## src/rtl/entropy_src_seed_sm.sv

```systemverilog
// Seed sequencer for the entropy source: decides when health-tested windows become
// a conditioned seed across boot/bypass, startup, continuous and firmware-override modes.
module entropy_src_seed_sm #(
  parameter int unsigned StartupWindows     = 2,
  parameter int unsigned StartupFailLimit   = 2,
  parameter int unsigned ContWindowsPerSeed = 1,
  parameter int unsigned CntW               = 4
) (
  input  logic            clk_i,
  input  logic            rst_ni,
  input  logic            enable_i,
  input  logic            bypass_mode_i,
  input  logic            fw_ov_ent_insert_i,
  input  logic            fw_ov_sha3_start_i,
  input  logic            ht_done_pulse_i,
  input  logic            ht_fail_pulse_i,
  input  logic            alert_thresh_fail_i,
  input  logic            bypass_stage_rdy_i,
  input  logic            sha3_state_vld_i,
  input  logic            local_escalate_i,
  output logic            rst_alert_cntr_o,
  output logic            main_stage_push_o,
  output logic            bypass_stage_pop_o,
  output logic            boot_phase_done_o,
  output logic            sha3_start_o,
  output logic            sha3_process_o,
  output logic [3:0]      sha3_done_o,
  output logic            startup_done_o,
  output logic [CntW-1:0] pass_cnt_o,
  output logic [CntW-1:0] fail_cnt_o,
  output logic            main_sm_alert_o,
  output logic            main_sm_idle_o,
  output logic            main_sm_err_o
);

  localparam logic [3:0] MuBi4True  = 4'h6;
  localparam logic [3:0] MuBi4False = 4'h9;

  // Sparse codes so a single upset cannot land on another legal state.
  typedef enum logic [7:0] {
    StIdle           = 8'hA6,
    StBootHtRunning  = 8'h3C,
    StBootPostHtChk  = 8'h59,
    StBootPhaseDone  = 8'hC3,
    StStartupHtStart = 8'h95,
    StStartupRun     = 8'h6A,
    StContHtStart    = 8'h1E,
    StContHtRunning  = 8'hE1,
    StFwInsertStart  = 8'h4B,
    StFwInsertMsg    = 8'hB4,
    StSha3Process    = 8'h27,
    StSha3Valid      = 8'hD8,
    StSha3Done       = 8'h72,
    StSha3MsgDone    = 8'h8D,
    StAlertState     = 8'h36,
    StAlertHang      = 8'hC9,
    StError          = 8'hFF
  } state_e;

  state_e            r_state;
  state_e            w_state_d;
  logic [CntW-1:0]   r_pass_cnt;
  logic [CntW-1:0]   r_fail_cnt;
  logic              r_startup_done;
  logic [CntW-1:0]   w_pass_d;
  logic [CntW-1:0]   w_fail_d;
  logic              w_startup_done_d;
  logic [CntW-1:0]   w_pass_inc;
  logic [CntW-1:0]   w_fail_inc;
  logic              w_abortable;
  logic              w_rst_alert;
  logic              w_push;
  logic              w_pop;
  logic              w_sha3_start;
  logic [3:0]        w_sha3_done;

  assign w_pass_inc  = (r_pass_cnt == '1) ? r_pass_cnt : r_pass_cnt + 1'b1;
  assign w_fail_inc  = (r_fail_cnt == '1) ? r_fail_cnt : r_fail_cnt + 1'b1;
  assign w_abortable = !(r_state inside {StSha3Process, StSha3Valid, StSha3Done,
                                         StAlertState, StError});

  always_comb begin
    w_state_d        = r_state;
    w_pass_d         = r_pass_cnt;
    w_fail_d         = r_fail_cnt;
    w_startup_done_d = r_startup_done;
    w_rst_alert      = 1'b0;
    w_push           = 1'b0;
    w_pop            = 1'b0;
    w_sha3_start     = 1'b0;
    w_sha3_done      = MuBi4False;

    // Disable aborts the current activity; a coincident window result is dropped.
    if (!enable_i && w_abortable) begin
      w_state_d        = StIdle;
      w_pass_d         = '0;
      w_fail_d         = '0;
      w_startup_done_d = 1'b0;
    end else begin
      case (r_state)
        StIdle: begin
          if (fw_ov_ent_insert_i && !bypass_mode_i) begin
            w_sha3_start = 1'b1;
            w_state_d    = fw_ov_sha3_start_i ? StFwInsertMsg : StFwInsertStart;
          end else if (bypass_mode_i && !fw_ov_ent_insert_i) begin
            w_state_d = StBootHtRunning;
          end else if (!bypass_mode_i) begin
            w_state_d = StStartupHtStart;
          end
        end
        StBootHtRunning: begin
          if (ht_done_pulse_i) begin
            if (ht_fail_pulse_i) begin
              w_pop     = bypass_stage_rdy_i;
              w_state_d = alert_thresh_fail_i ? StAlertState : StIdle;
            end else begin
              w_rst_alert = 1'b1;
              w_state_d   = StBootPostHtChk;
            end
          end
        end
        StBootPostHtChk: begin
          if (bypass_stage_rdy_i) begin
            w_pop     = 1'b1;
            w_push    = 1'b1;
            w_state_d = StBootPhaseDone;
          end
        end
        StBootPhaseDone: begin
          if (!fw_ov_ent_insert_i && ht_done_pulse_i) begin
            if (alert_thresh_fail_i) w_state_d = StAlertState;
            else if (!ht_fail_pulse_i) w_rst_alert = 1'b1;
          end
        end
        StStartupHtStart: begin
          w_sha3_start = 1'b1;
          w_pass_d     = '0;
          w_fail_d     = '0;
          w_state_d    = StStartupRun;
        end
        StStartupRun: begin
          if (ht_done_pulse_i) begin
            if (ht_fail_pulse_i) begin
              w_fail_d = w_fail_inc;
              w_pass_d = '0;
              if (w_fail_inc >= CntW'(StartupFailLimit)) w_state_d = StAlertState;
            end else begin
              w_pass_d    = w_pass_inc;
              w_fail_d    = '0;
              w_rst_alert = 1'b1;
              if (w_pass_inc >= CntW'(StartupWindows)) w_state_d = StSha3Process;
            end
          end
        end
        StContHtStart: begin
          w_sha3_start = 1'b1;
          w_pass_d     = '0;
          w_state_d    = StContHtRunning;
        end
        StContHtRunning: begin
          if (ht_done_pulse_i) begin
            if (alert_thresh_fail_i) begin
              w_state_d = StAlertState;
            end else if (!ht_fail_pulse_i) begin
              w_pass_d    = w_pass_inc;
              w_rst_alert = 1'b1;
              if (w_pass_inc >= CntW'(ContWindowsPerSeed)) w_state_d = StSha3Process;
            end
          end
        end
        StFwInsertStart: if (fw_ov_sha3_start_i)  w_state_d = StFwInsertMsg;
        StFwInsertMsg:   if (!fw_ov_sha3_start_i) w_state_d = StSha3Process;
        StSha3Process:   w_state_d = StSha3Valid;
        StSha3Valid:     if (sha3_state_vld_i) w_state_d = StSha3Done;
        StSha3Done: begin
          w_sha3_done      = MuBi4True;
          w_push           = enable_i;
          w_startup_done_d = 1'b1;
          w_state_d        = StSha3MsgDone;
        end
        StSha3MsgDone: begin
          w_state_d = (!enable_i || fw_ov_ent_insert_i) ? StIdle : StContHtStart;
        end
        StAlertState:    w_state_d = StAlertHang;
        StAlertHang:     w_state_d = StAlertHang;
        StError:         w_state_d = StError;
        default:         w_state_d = StError;
      endcase
    end

    if (local_escalate_i) w_state_d = StError;
  end

  always_ff @(posedge clk_i or negedge rst_ni) begin
    if (!rst_ni) begin
      r_state        <= StIdle;
      r_pass_cnt     <= '0;
      r_fail_cnt     <= '0;
      r_startup_done <= 1'b0;
    end else begin
      r_state        <= w_state_d;
      r_pass_cnt     <= w_pass_d;
      r_fail_cnt     <= w_fail_d;
      r_startup_done <= w_startup_done_d;
    end
  end

  assign rst_alert_cntr_o   = w_rst_alert;
  assign main_stage_push_o  = w_push;
  assign bypass_stage_pop_o = w_pop;
  assign sha3_start_o       = w_sha3_start;
  assign sha3_done_o        = w_sha3_done;
  assign sha3_process_o     = (r_state == StSha3Process);
  assign boot_phase_done_o  = (r_state == StBootPhaseDone);
  assign main_sm_alert_o    = (r_state == StAlertState);
  assign main_sm_idle_o     = (r_state == StIdle);
  assign main_sm_err_o      = (r_state == StError);
  assign startup_done_o     = r_startup_done;
  assign pass_cnt_o         = r_pass_cnt;
  assign fail_cnt_o         = r_fail_cnt;

endmodule

```

## config.mk

```make
export PLATFORM = sky130hd
export DESIGN_NAME = entropy_src_seed_sm
export DESIGN_NICKNAME = d
export VERILOG_FILES = /design/src/rtl/entropy_src_seed_sm.sv
export SDC_FILE = /design/constraint.sdc
export NUM_CORES = 1
export LEC_CHECK = 0
export CORE_MARGIN = 1.5
export CORE_UTILIZATION = 31
export DETAILED_ROUTE_END_ITERATION = 7
export SYNTH_ARGS = -nofsm -noshare
export SYNTH_HDL_FRONTEND = slang
export SYNTH_SLANG_ARGS = --single-unit
```

## constraint.sdc

```tcl
create_clock -name clk_i -period 2.6 [get_ports clk_i]
set_input_delay 0.52 -clock clk_i [delete_from_list [all_inputs] [get_ports clk_i]]
set_output_delay 0.52 -clock clk_i [all_outputs]
set_load 0.01 [all_outputs]
```

# After elaboration in Yosys (flattened, before gate mapping)
# Index checks and enable logic that the tools add are counted.
totals:
  input_bits: 12
  out_inout_bits: 22
  reg_bits: 17
  wordCells: 124
op_classes:
  eq_ne: 37
  order_cmp: 3
  n_reduce_logical: 19
  n_mux: 59
  add_sub_neg: 2
op_table:
  columns: ["op", "n"]
  rows:
  - ["8-bit 2-to-1 mux", 24]
  - ["8-bit case mux with 15 select lines", 1]
  - ["8-bit equality test (second input constant)", 9]
  - ["4-bit 2-to-1 mux", 13]
  - ["8-bit by 7-bit equality test with 1-bit output (second input constant)", 4]
  - ["8-bit by 6-bit equality test with 1-bit output (second input constant)", 3]
  - ["4-bit inequality test (second input constant)", 6]
  - ["5-bit inequality test (second input constant)", 4]
  - ["1-bit 2-to-1 mux", 15]
  - ["14-bit AND reduction", 1]
  - ["3-bit inequality test (second input constant)", 4]
  - ["4-bit case mux with 3 select lines", 1]
  - ["4-bit by 1-bit adder with 4-bit output (second input constant)", 2]
  - ["4-bit equality test (second input constant)", 2]
  - ["8-bit by 5-bit equality test with 1-bit output (second input constant)", 1]
  - ["4-bit by 2-bit greater-or-equal comparator with 1-bit output (second input constant)", 2]
  - ["4-bit by 3-bit inequality test with 1-bit output (second input constant)", 2]
  - ["4-bit case mux with 2 select lines", 1]
  - ["6-bit by 3-bit inequality test with 1-bit output (second input constant)", 1]
  - ["1-bit case mux with 2 select lines", 3]
  - ["2-bit OR reduction", 3]
  - ["5-bit AND reduction", 1]
  - ["5-bit nonzero test", 1]
  - ["4-bit by 1-bit greater-or-equal comparator with 1-bit output (second input constant)", 1]
  - ["9 further kinds", 15]

# Longest topological paths before layout
# Gate-level depths: netlist (run 1).
depth:
  depth_word: 10
  ltp_mapped: 9
  ltp_nobuf: 9

# Worst setup path before layout (run 1)
# No wires, ideal clock.
synth_timing:
  kind: "reg2out"
  startpoint: "reg r_state[5]"
  endpoint: "out rst_alert_cntr_o"
  arrival_ps: 2071
  n_path_buf: 2
  setup_slack_ps: 9
  required_ps: 2080
  path_stages_with_launch: 7
  cell_sequence: "dfstp_2 > buf_2 > nand2_1 > o41ai_1 > nor4_4 > clkbuf_1 > nor4_1"
synth_via:
  elab_chain_cells: 5
  word_cells_on_any_way: 15
  classes_between: "9 x eq/ne; 2 x mux; 4 x reduce/logical"
synth_lines:
  columns: ["element", "line", "rtl"]
  rows:
  - ["start: declaration", "60", "state_e r_state;"]
  - ["start signal: assignment", "196", "r_state <= StIdle;"]
  - ["start signal: assignment", "201", "r_state <= w_state_d;"]
  - ["8-bit by 6-bit equality test with 1-bit output, or another cell as far along", "79", "assign w_abortable = !(r_state inside {StSha3Process, StSha3Valid, StSha3Done,"]
  - ["5-bit nonzero test", "79", null]
  - ["1-bit logical NOT", "79", null]
  - ["1-bit logical AND", "94", "if (!enable_i && w_abortable) begin"]
  - ["1-bit 2-to-1 mux *", "94", null]
  - ["end: declaration", "21", "output logic rst_alert_cntr_o,"]
# Every way passes the cells marked *; elsewhere a longest branch is shown, timed or not.

# Worst setup path in the final report (run 1)
layout_timing:
  startpoint: "reg r_state[1]"
  endpoint: "out main_stage_push_o"
layout_via:
  elab_chain_cells: 5
  word_cells_on_any_way: 11
  classes_between: "6 x eq/ne; 2 x mux; 3 x reduce/logical"
layout_lines:
  columns: ["element", "line", "rtl"]
  rows:
  - ["8-bit by 6-bit equality test with 1-bit output, or another cell as far along", "79", null]
  - ["5-bit nonzero test", "79", null]
  - ["1-bit logical NOT", "79", null]
  - ["1-bit logical AND", "94", null]
  - ["1-bit 2-to-1 mux *", "94", null]
  - ["end: declaration", "22", "output logic main_stage_push_o,"]
# Marked as above.

==> flow_summary.json, run 1 <==
{
  "routedWlPerCell_um": 15.6,
  "grt_setup_unrepaired": "yes",
  "synth.top_cell.area_share_pct": 16.4,
  "ys_seq_elements": 17,
  "slew_headroom_pct": 49.4,
  "crit_type": "register to output pin",
  "hold_slack_ns": 0.508,
  "p_sw_mw": 0.185,
  "grt_max_degree": 18,
  "fin_skew_ns": 0.000740,
  "gp_congestion": 0.866,
  "vias": 2209,
  "syn2layout_area_growth_pct": 46.4,
  "io_buffers": 33,
  "drive_above_1_share_pct": 37.3,
  "clock_sinks": 17,
  "die_w_um": 83.1,
  "crit_path_max_incr_delay_ns": 0.57,
  "cp-start-kind": "register",
  "ir_drop_mv": 0.193,
  "min_period_ns": 2.54,
  "drcViolationCount": 0,
  "slew_violations": 0,
  "hold_viol": 0,
  "layout_setup_ws_ns": 0.0634,
  "hold_start": "startup_done_o",
  "syn-num-nets": 257,
  "tightestPinTransition_ns": 0.757,
  "coreArea_mm2": 0.00628,
  "critical_path.max_fanout": 4,
  "grt_pass1_vias": 2136,
  "p_comb_share_pct": 26.7,
  "required_ns": 2.08,
  "die_y_um": 83.1,
  "final_nets": 349,
  "cts_made_buffers": 3,
  "grt-ovfl-total": 0,
  "fin_tns_setup_ns": 0,
  "leakage_nw": 1.27,
  "drtIter0Drc": 216,
  "fin_area_mm2": 0.00291,
  "clk_pin_slew_ns": 0.07,
  "hold_class": "register to register",
  "fin_crit_sh_pct": 97.6,
  "p_seq_share_pct": 42.2,
  "clkLatencyLatePin_ns": 0.25,
  "dp_hpwl_um": 5050,
  "cts_hold_buf": 0,
  "synth.top_cells.by_area": "dfrtp_1 (16%), dfstp_2 (5.3%), nor2_1 (4.5%), ha_1 (3.8%), nand2_1 (3.8%)",
  "finalSetupViolations": 0,
  "ys_warn_count": 0,
  "final_cells": 407,
  "maxCapViolCount": 0,
  "mostFrequentLayoutCells": "buf_4 (62), nor2_1 (23), clkdlybuf4s50_1 (22)",
  "antenna_found_initial": 0,
  "cts_tree": "built",
  "outcome": "completed",
  "dp_cells": 400,
  "postLayoutCoreUtil_pct": 46.4,
  "synth_top_flop_cell": "dfrtp_1",
  "synth_top_area_cell": "dfrtp_1",
  "syn_area_mm2": 0.00199,
  "routed_wl_um": 6360,
  "synthArstFlopShare_pct": 100,
  "powerDensity_mw_per_mm2": 223,
  "total_power_mw": 0.650,
  "grt_use_total_pct": 18.0,
  "timing.rr.start": "r_state[1]",
  "mostFrequentLayoutCell": "buf_4",
  "power.share.switching_pct": 28.5,
  "internal_power_mw": 0.465,
  "cts_buffer_depth": 2,
  "h-tree-depth": 1,
  "synth_edf_count": 0,
  "crit_path_end_kind": "output pin",
  "slowest_stage": "dfstp_2",
  "row_count": 29,
  "root_buffer": "clkbuf_8",
  "cp.arrival_ns": 2.02,
  "drt-vias-per-instance": 5.43,
  "synth_cell_type_count": 79,
  "maxClockFrequency_ghz": 0.394,
  "avgSynthCellArea_um2": 8.32,
  "drtAntennaViolNets": 0,
  "place_ws_ns": -0.286,
  "io_pins": 34,
  "postPlaceCellArea_mm2": 0.00280,
  "synth_cells": 239,
  "dieArea_mm2": 0.00691,
  "grt_pass1_wl_um": 10300,
  "p_clk_share_pct": 31.1,
  "crit_chain": "or4b_4 > or2_4 > nor2_4 > nand2_2 > a21oi_2 > buf_2",
  "yosysSeqAreaShare_pct": 21.6,
  "start_util_pct": 31.7,
  "n_antenna_cell": 0,
  "crit_path_start": "r_state[1]",
  "dr.pass1.iters": 4
}
==> what timing repair did <==
action	4_1_cts	5_1_grt
buffers inserted	1	3
gates resized for setup	43	13
endpoints found under the setup margin	10	19
pin swaps	6	10
==> power by group through the flow <==
stage,clock [mW],combinational (mW),sequential (mW)
after floorplan,0,0.0772,0.277
after global placement,0,0.161,0.279
after detailed placement,0,0.162,0.279
after CTS,0.213,0.163,0.274
after global routing,0.223,0.187,0.275
final,0.202,0.174,0.274
==> path summary, 6_finish.rpt <==
kind	end	slack (ns)	depth (start not counted)
max in group asynchronous	r_state[3]	1.42	1
worst max register to register	r_state[7]	0.11	10
worst min register to register	startup_done_o	0.51	2
worst max-delay path	main_stage_push_o	0.06	6
min in group asynchronous	fail_cnt_o[3]	0.71	1
worst min-delay path	startup_done_o	0.51	2
==> Yosys cell counts, types with 4 or more instances <==
master and instances:
nand4bb_1 4, and4bb_2 4, nor3_1 14, ha_1 6, inv_1 14, nand3_1 6, nand2_1 20, buf_4 5
dfstp_2 4, nand2b_1 6, a21oi_1 14, o21ai_0 8, nor2_1 24, dfrtp_1 13, nor4_1 5, a31oi_1 6
nor2b_1 5
==> registers in the layout (all words and copies together), names as in the netlist <==
register        count
r_state             8
fail_cnt_o          4
startup_done_o      1
pass_cnt_o          4
==> worst max-delay path, delay by kind of cell (launching register included) <==
kind,cells,cell delay (ns)
AO/OA/AOI/OAI,1,0.11
AND/OR/NAND/NOR,4,0.95
flip-flops,1,0.57
buffers and inverters,1,0.13
==> cells by family (layout without fill, tap and decap cells) <==
group           count (synthesis)  count (layout)  share of synthesized area (%)
fa+ha+maj                       6               6                           3.77
xor+xnor                        3               3                           1.32
flops                          17              17                           21.6
mux                             2               2                           1.07
compound gates                 57              57                           21.8
buf+inv                        26             117                           7.11
simple gates                  128             128                           43.3
==> per-layer routing <==
| layer | vias up | wire [µm] | track usage [%] |
|---|---|---|---|
| met5 | - | 0 | 0 |
| met4 | 0 | 57 | 2.88 |
| met3 | 7 | 269 | 2.39 |
| met2 | 59 | 3120 | 31.8 |
| met1 | 1060 | 2910 | 23.9 |
| li1 | 1083 | - | - |
==> cell type report <==
| cell class | instances | area (µm²) |
|---|---|---|
| fill | 642 | 3370 |
| multi-input combinational | 196 | 1490 |
| timing repair buffer | 99 | 797 |
| sequential | 17 | 430 |
| tap | 77 | 96.3 |
| inverter | 14 | 52.6 |
| clock buffer | 4 | 45.0 |
No activity file was read; power rests on OpenSTA's default activity.
==> run 2, diff against run 1 <==
- RECOVER_POWER: default -> 100
==> run 2 against run 1 <==
Compared with the run above:
- sequential power hardly changed
- sequential share of layout area hardly changed
- utilization hardly changed
- worst setup slack worse by 0.0046 ns
- power hardly changed
- die area stayed put
- count of clock-buffer cells in the layout stayed put
- non-clock buffer count stayed put
- final cell count stayed put
- final area hardly changed
- largest power group unchanged
- critical path depth stayed put
- clock power hardly changed
==> flow_summary.json, run 2 (synthesized netlist as in run 1, its figures left out) <==
{
  "drive_above_1_share_pct": 37.3,
  "dr.pass1.iters": 4,
  "critical_path.max_fanout": 4,
  "required_ns": 2.08,
  "hold_slack_ns": 0.502,
  "leakage_nw": 1.28,
  "grt_setup_unrepaired": "yes",
  "postPlaceCellArea_mm2": 0.00280,
  "grt_pass1_wl_um": 10300,
  "maxCapViolCount": 0,
  "clkLatencyLatePin_ns": 0.26,
  "root_buffer": "clkbuf_8",
  "row_count": 29,
  "hold_viol": 0,
  "io_buffers": 33,
  "maxClockFrequency_ghz": 0.394,
  "clk_pin_slew_ns": 0.07,
  "clock_sinks": 17,
  "coreArea_mm2": 0.00628,
  "slew_violations": 0,
  "n_fill_cell": 641,
  "finalSetupViolations": 0,
  "fin_skew_ns": 0.000857,
  "final_nets": 349,
  "grt_max_degree": 18,
  "grt_pass1_vias": 2136,
  "grt_use_total_pct": 18.0,
  "drcViolationCount": 0,
  "cts_tree": "built",
  "hold_class": "register to register",
  "h-tree-depth": 1,
  "crit_type": "register to output pin",
  "area.sequential_um2": 430,
  "start_util_pct": 31.7,
  "die_w_um": 83.1,
  "ir_drop_mv": 0.192,
  "grt-ovfl-total": 0,
  "drtAntennaViolNets": 0,
  "die_y_um": 83.1,
  "tightestPinTransition_ns": 0.764,
  "vias": 2215,
  "dieArea_mm2": 0.00691,
  "fin_crit_sh_pct": 97.7,
  "postLayoutCoreUtil_pct": 46.3,
  "routedWlPerCell_um": 15.7,
  "syn2layout_area_growth_pct": 46.2,
  "cts_hold_buf": 0,
  "cts_made_buffers": 3,
  "outcome": "completed",
  "mostFrequentLayoutCell": "buf_4",
  "dp_hpwl_um": 5050,
  "fin_area_mm2": 0.00291,
  "slew_headroom_pct": 48.9,
  "mostFrequentLayoutCells": "buf_4 (62), nor2_1 (23), nand2_1 (19)",
  "cts_buffer_depth": 2,
  "io_pins": 34,
  "top_register": "r_state",
  "n_antenna_cell": 0,
  "cp.arrival_ns": 2.02,
  "min_period_ns": 2.54,
  "largest_reg_flops": 8,
  "antenna_found_initial": 0,
  "powerDensity_mw_per_mm2": 224,
  "drt-vias-per-instance": 5.44,
  "routed_wl_um": 6380,
  "multiInputGateArea_mm2": 0.00149,
  "gp_congestion": 0.866,
  "total_power_mw": 0.651,
  "drtIter0Drc": 210,
  "crit_path_end_kind": "output pin",
  "cp-start-kind": "register"
}
-- run 2: worst paths after layout --
kind                                     start                 to  slack (ns)  cells past startpoint
worst min register to register  startup_done_o     startup_done_o        0.50                      2
min in group asynchronous               rst_ni      fail_cnt_o[3]        0.78                      1
worst max-delay path                r_state[1]  main_stage_push_o        0.06                      6
worst min-delay path            startup_done_o     startup_done_o        0.50                      2
max in group asynchronous               rst_ni         r_state[3]        1.35                      1
worst max register to register      r_state[1]         r_state[7]        0.10                     10
-- run 2: timing repair --
item	4_1_cts	5_1_grt
gates resized for setup	43	13
buffers inserted	1	3
endpoints found under the setup margin	10	19
pin swaps	6	10
-- run 2: power breakdown --
group | internal [mW] | leakage [nW] | switching [mW]
Combinational | 0.0868 | 1.05 | 0.0862
Sequential | 0.269 | 0.205 | 0.00539
Clock | 0.109 | 0.0228 | 0.0944
-- run 2: layout make-up --
class / count / area share (%)
Timing Repair Buffer: 99 / 27.3
Multi-Input combinational cell: 196 / 51.2
Clock buffer: 4 / 1.55
Tap cell: 77 / 3.31
Inverter: 14 / 1.81
Sequential cell: 17 / 14.8
-- run 2: metal layers --
layer | vias up | track usage, % | share of wire [%]
li1 | 1087 | - | -
met3 | 9 | 2.39 | 5.3
met1 | 1045 | 23.9 | 45
met5 | - | 0 | 0
met2 | 74 | 31.8 | 49
met4 | 0 | 2.88 | 1.1
-- run 2: critical path, stage by stage (launching register included) --
cell and delay (ns):
dfstp_2 0.57, or4b_4 0.50, or2_4 0.27, nor2_4 0.11, nand2_2 0.08, a21oi_2 0.11
buf_2 0.13
-- run 2: metrics by stage --
step	setup TNS, ns	worst slack, ns	std cells
3_5_place_dp	-1.86	-0.286	400
4_1_cts	-0.0258	-0.0207	404
3_3_place_gp	-1.63	-0.238	400
5_1_grt	-0.0572	-0.0345	407
2_1_floorplan	0	0.00937	239
6_report	0	0.0588	407
